===== src/rtl/register_file_2w3r.sv =====
// Operand store: DEPTH x WIDTH registers, two write ports (B wins collisions),
// three combinational read ports with optional write-through bypass and a sequential bulk clear.
module register_file_2w3r #(
    parameter int WIDTH    = 8,
    parameter int ADDR_W   = 3,
    parameter int ZERO_REG = 1,
    parameter int BYPASS   = 1
) (
    input  logic              Clk,
    input  logic              rst_n,
    input  logic              WENA,
    input  logic [ADDR_W-1:0] RWA,
    input  logic [WIDTH-1:0]  busWA,
    input  logic              WENB,
    input  logic [ADDR_W-1:0] RWB,
    input  logic [WIDTH-1:0]  busWB,
    input  logic [ADDR_W-1:0] RX,
    input  logic [ADDR_W-1:0] RY,
    input  logic [ADDR_W-1:0] RZ,
    output logic [WIDTH-1:0]  busX,
    output logic [WIDTH-1:0]  busY,
    output logic [WIDTH-1:0]  busZ,
    input  logic              clr,
    output logic              ready,
    output logic              conflict
);
    localparam int DEPTH = 2 ** ADDR_W;
    localparam bit ZR    = (ZERO_REG != 0);
    localparam bit BYP   = (BYPASS != 0);
    localparam logic [ADDR_W-1:0] LAST_IDX = {ADDR_W{1'b1}};

    typedef enum logic {ST_IDLE = 1'b0, ST_CLEAR = 1'b1} state_t;

    state_t            state_q;
    logic [ADDR_W-1:0] idx_q;
    logic              conflict_q;
    logic [WIDTH-1:0]  regs_q [DEPTH];
    logic [WIDTH-1:0]  regs_d [DEPTH];

    logic              wr_ok;
    logic              collide;
    logic              we_a;
    logic              we_b;
    logic [ADDR_W-1:0] raddr [3];
    logic [WIDTH-1:0]  rdata [3];

    // clr on its sampling edge blocks both writes and suppresses the conflict flag
    assign wr_ok   = (state_q == ST_IDLE) && !clr;
    assign collide = wr_ok && WENA && WENB && (RWA == RWB);
    assign we_a    = wr_ok && WENA && !(ZR && RWA == '0) && !collide;
    assign we_b    = wr_ok && WENB && !(ZR && RWB == '0);

    always_comb begin
        for (int i = 0; i < DEPTH; i++) regs_d[i] = regs_q[i];
        if (state_q == ST_CLEAR) begin
            regs_d[idx_q] = '0;
        end else begin
            if (we_a) regs_d[RWA] = busWA;
            if (we_b) regs_d[RWB] = busWB;
        end
    end

    always_ff @(posedge Clk or negedge rst_n) begin
        if (!rst_n) begin
            for (int i = 0; i < DEPTH; i++) regs_q[i] <= '0;
        end else begin
            for (int i = 0; i < DEPTH; i++) regs_q[i] <= regs_d[i];
        end
    end

    always_ff @(posedge Clk or negedge rst_n) begin
        if (!rst_n) begin
            state_q    <= ST_IDLE;
            idx_q      <= '0;
            conflict_q <= 1'b0;
        end else begin
            conflict_q <= collide;
            case (state_q)
                ST_IDLE: begin
                    idx_q <= '0;
                    if (clr) state_q <= ST_CLEAR;
                end
                ST_CLEAR: begin
                    if (idx_q == LAST_IDX) begin
                        state_q <= ST_IDLE;
                        idx_q   <= '0;
                    end else begin
                        idx_q <= idx_q + 1'b1;
                    end
                end
                default: begin
                    state_q <= ST_IDLE;
                    idx_q   <= '0;
                end
            endcase
        end
    end

    assign raddr[0] = RX;
    assign raddr[1] = RY;
    assign raddr[2] = RZ;

    // B is checked last so it overrides A; the r0 check is last so r0 never bypasses
    always_comb begin
        for (int p = 0; p < 3; p++) begin
            rdata[p] = regs_q[raddr[p]];
            if (BYP && wr_ok && WENA && (RWA == raddr[p])) rdata[p] = busWA;
            if (BYP && wr_ok && WENB && (RWB == raddr[p])) rdata[p] = busWB;
            if (ZR && (raddr[p] == '0)) rdata[p] = '0;
        end
    end

    assign busX     = rdata[0];
    assign busY     = rdata[1];
    assign busZ     = rdata[2];
    assign ready    = (state_q == ST_IDLE);
    assign conflict = conflict_q;
endmodule


===== config.mk =====
export PLATFORM = sky130hd
export DESIGN_NAME = register_file_2w3r
export DESIGN_NICKNAME = d
export VERILOG_FILES = /design/src/rtl/register_file_2w3r.sv
export SDC_FILE = /design/constraint.sdc
export NUM_CORES = 1
export LEC_CHECK = 0
export BUFFER_PORTS_ARGS = -buffer_cell sky130_fd_sc_hd__clkbuf_2
export CAP_MARGIN = 10
export CORE_MARGIN = 3
export CORE_UTILIZATION = 50
export DETAILED_ROUTE_END_ITERATION = 10
export MAX_ROUTING_LAYER = met4
export PLACE_DENSITY = 0.69
export SLEW_MARGIN = 30
export SYNTH_ARGS = -nofsm -noshare
export SYNTH_HDL_FRONTEND = slang
export SYNTH_SLANG_ARGS = --single-unit

===== constraint.sdc =====
create_clock -name Clk -period 7.7 [get_ports Clk]
set_clock_uncertainty 0.15 [all_clocks]
set_input_delay 1.54 -clock Clk [delete_from_list [all_inputs] [get_ports Clk]]
set_output_delay 1.54 -clock Clk [all_outputs]
set_load 0.01 [all_outputs]

# After elaboration in Yosys (flattened, before gate mapping)
# Index checks and enable logic that the tools add are counted.
# totals
out_inout_bits,26
elab_cells,99
ff_bits,69
inputBits,36
# classes
order_cmp,9
bitwise_logic,9
n_reduce_logical,26
n_eq_ne,8
n_mux,35
n_addsub,1
# ops
cell,n
64-bit two-way mux,4
8-bit two-way mux,18
64-bit bitwise mux,2
8-bit binary-select mux with 3-bit select,3
8-bit demux with 3-bit select,3
64-bit AND,1
64-bit NOT,1
4-bit greater-or-equal comparator (second input constant),6
3-bit NOT with 4-bit output,6
3-bit equality test,7
1-bit logical AND,17
3-bit zero test,5
4-bit by 1-bit < comparator with 1-bit output (second input constant),3
3-bit one-hot mux with 2 select lines,1
1-bit zero test,4
3-bit by 1-bit adder with 3-bit output (second input constant),1
3-bit equality test (second input constant),1
3-bit two-way mux,1
1-bit two-way mux,2
1-bit one-hot mux with 2 select lines,1
1-bit NOT,1

# Depth between registers and ports, before layout
# depth
ltp_word,12
mapped_depth,8
ltp_nobuf,5

# Least setup slack after synthesis
# OpenSTA, ideal clock, no wires.
# synth_timing
path_type,input to output
from,in clr
to,out busY[0]
setup_slack_ns,2.881
required_ns,6.010
arrival_ns,3.129
cell_stages,6
path_buffers,2
path_cell_list,or3b_1 -> buf_6 -> nor4_4 -> buf_6 -> a22oi_1 -> a211oi_1
# synth_via
elab_chain_len,7
elab_cells_between_ends,9
classes_between,mux (3); reduce/logical (6)
# synth_lines
item,line_no,source
from (decl),23,"input logic clr,"
1-bit zero test *,48,assign wr_ok = (state_q == ST_IDLE) && !clr;
1-bit logical AND *,48,
1-bit logical AND (2 in series),107,if (BYP && wr_ok && WENA && (RWA == raddr[p])) rdata[p] = busWA;
8-bit two-way mux,107,
8-bit two-way mux *,108,if (BYP && wr_ok && WENB && (RWB == raddr[p])) rdata[p] = busWB;
8-bit two-way mux *,109,if (ZR && (raddr[p] == '0)) rdata[p] = '0;
to (decl),21,"output logic [WIDTH-1:0] busY,"
# Every way passes the cells marked *; elsewhere a longest branch is shown, timed or not.

# Worst setup path in the final report
# layout_timing
from,in clr
to,out busZ[6]
# layout_via
elab_chain_len,7
elab_cells_between_ends,9
classes_between,mux (3); reduce/logical (6)
# layout_lines
item,line_no,source
1-bit zero test *,48,
1-bit logical AND *,48,
1-bit logical AND (2 in series),107,
8-bit two-way mux,107,
8-bit two-way mux *,108,
8-bit two-way mux *,109,
to (decl),22,"output logic [WIDTH-1:0] busZ,"
# Marked as above.

==> metrics.md <==
| Metric | Value |
|---|---|
| Remaining global-route overflow | `0` |
| Element type at the critical path end | `output port` |
| Setup Buffers After CTS | `0` |
| Starting Density | `0.519` |
| IO Pins | `62` |
| Final Util | `0.560` |
| Critical path peak fanout | `16` |
| Syn avg cell area | `9.55 µm²` |
| Gr usage total | `0.304` |
| Hpwl dp | `13000 µm` |
| Unrepaired setup endpoints after global routing | `false` |
| Routability cong. | `0.960` |
| F_max | `approximately 180 MHz` |
| Most frequent cells in the layout | `dfrtp_1, clkbuf_2, nor2_1` |
| EDFF count, synth | `0` |
| Post-Syn Instances | `approximately 600` |
| Antenna-violating nets left | `0` |
| NumNets Final | `about 650` |
| DRT iter0 DRCs | `554` |
| Sw Ratio | `0.397` |
| First-pass GRT wire length | `between 20000 and 30000 µm` |
| Number of global-route vias before repair | `5208` |
| Overall die width | `between 100 and 150 µm` |
| Period Utilization, post-route | `0.728` |
| Setup Total Neg Slack | `0 ns` |
| Max-cap viol count | `0` |
| Cts bufs inserted | `9` |
| Worst-skew pair later-pin latency | `0.34 ns` |
| Cell variety after synth | `50` |
| Worst-path clk slew | `0.05 ns` |
| Final Hold Viols | `0` |
| Max IR drop VDD | `199 µV` |
| Max-slew violation count | `0` |
| Slew @ Worst Pin | `0.987 ns` |
| DRC | `0` |
| Total Wirelength | `18600 µm` |
| Cell area after synthesis | `0.00572 mm²` |
| DR vias | `roughly 5300` |
| Layout cells sized above 1 | `0.179` |
| PwrDens | `224 mW/mm²` |
| CORE AREA | `~0.011 mm²` |
| Die Area | `0.0128 mm²` |
| Fin crit period | `5.61 ns` |
| Pwr Total | `1.39 mW` |
| DR WL/cell | `24.7 µm` |
| Fraction of registers with async set/reset | `1.00` |
| Antenna violations before repair | `0` |
| # port buffers | `between 60 and 70` |
| Mapped Nets | `approximately 640` |
| Critical Path AT | `3.92 ns` |
| Register area share after synthesis | `0.302` |
| P_sw | `0.550 mW` |
| Area Growth Syn to Fin | `7.98%` |
| Cell Rows | `38` |
| Placed Cells | `742` |
| CTS root buf | `clkbuf_16` |
| Comb power frac | `0.363` |
| Post-synth top flop | `dfrtp_1` |
| Max-Slew Margin vs Limit | `0.342` |
| Design Area, Final | `around 0.0062 mm²` |
| Clock H-tree levels | `3` |
| Finished Layout Cells | `753` |
| DRT Pass-1 Iters | `6` |
| Sequential power share | `0.371` |
| P_leak | `2.92 nW` |
| FF+latch count, synth | `69` |
| Yosys warns | `0` |
| Setup-failing EPs final | `0` |
| Max Buffers Root-to-Sink | `2` |
| Diode count | `0` |
| Post-DP Area | `0.00592 mm²` |
| Die H | `about 110 µm` |
| Clock sink total | `69` |
| Type of the worst setup path | `in -> out` |
| Vias per std cell | `7.00` |
| Hold Buf Count CTS | `0` |
| Pin count of the biggest net entering global routing | `70` |
| Int Pwr | `0.836 mW` |
| Post-CTS sizing | `0` |
| CTS tree | `yes` |
| WP data required | `6.01 ns` |
| Status | `finished, final reports clean` |
| Commonest non-fill, non-tap cell in the layout | `dfrtp_1` |
| Worst min-delay path class | `reg -> reg` |
| Clk network pwr share | `0.265` |
| Setup crit start kind | `input port` |
==> power groups by stage <==
| stage | Sequential [mW] | Combinational [mW] | Clock (mW) |
|---|---|---|---|
| after detailed placement | 0.518 | 0.493 | 0 |
| final | 0.514 | 0.503 | 0.368 |
| after global placement | 0.513 | 0.483 | 0 |
| after floorplan | 0.471 | 0.375 | 0 |
| after global routing | 0.525 | 0.546 | 0.387 |
| after CTS | 0.511 | 0.495 | 0.372 |
==> final cells by class <==
class                      count  area, µm²
sequential                    69       1730
timing repair buffer          63        324
fill                        1020       4850
inverter                       3       11.3
clock buffer                  11        243
tap                          140        175
multi-input combinational    467       3700
==> kinds of logic after synthesis <==
logic type,synth area share
and+or+nand+nor,0.173
buffers and inverters,0.0547
AOI/OAI and AO/OA,0.269
xor gates and xnor gates,0.0322
muxes,0.164
adders and majority gates,0.00437
DFF,0.302
==> through the flow <==
stage / worst slack [ns] / hold WS (ns)
after global routing: 1.92 / 0.395
after global placement: 2.15 / 0.351
after CTS: 2.06 / 0.375
after detailed placement: 2.07 / 0.364
after floorplan: 2.88 / 0.332
final: 2.09 / 0.373
==> state kept, by name, summed over array words and instances (netlist names) <==
name	cells
conflict	1
idx_q	3
regs_q	64
state_q	1
==> cells in the mapped netlist (all sizes together) (12+ instances only) <==
| cell type | instances | share of area |
|---|---|---|
| dfrtp | 69 | 0.30 |
| a21oi | 18 | 0.016 |
| nor2 | 46 | 0.030 |
| a22o | 42 | 0.064 |
| o21ai | 12 | 0.010 |
| a21o | 45 | 0.059 |
| mux4 | 24 | 0.094 |
| a211oi | 25 | 0.033 |
| nand2 | 42 | 0.028 |
| mux2i | 40 | 0.070 |
| buf | 33 | 0.034 |
| clkbuf | 27 | 0.019 |
| nor3 | 16 | 0.017 |
| nor2b | 24 | 0.026 |
| xnor2 | 12 | 0.018 |
| o211ai | 18 | 0.024 |
| a22oi | 17 | 0.023 |
==> layer usage <==
layer	global-route usage	routed length, µm	up-vias
met5	-	0	-
met4	0.140	700	0
met3	0.0620	1260	55
met2	0.496	9200	265
met1	0.363	7420	2629
li1	-	-	2320
==> path summary, 6_finish.rpt <==
| kind | start | endpoint | slack [ns] | cells after the start |
|---|---|---|---|---|
| worst max-delay path | clr | busZ[6] | 2.09 | 7 |
| worst min-delay path | regs_q[50] | regs_q[50] | 0.37 | 1 |
| worst max register to register | state_q | regs_q[18] | 4.55 | 4 |
| worst min register to register | regs_q[50] | regs_q[50] | 0.37 | 1 |
| max in group asynchronous | rst_n | regs_q[62] | 5.76 | 2 |
| min in group asynchronous | rst_n | regs_q[17] | 1.13 | 2 |
==> worst max-delay path, cell delays in order <==
cell and delay, ns:
clkbuf_2 0.12, or3b_1 0.68, nor4_4 0.85, a2111oi_0 0.17, a211oi_1 0.29, nor3_1 0.09
clkbuf_2 0.15
(Power assumes the default switching activity.)
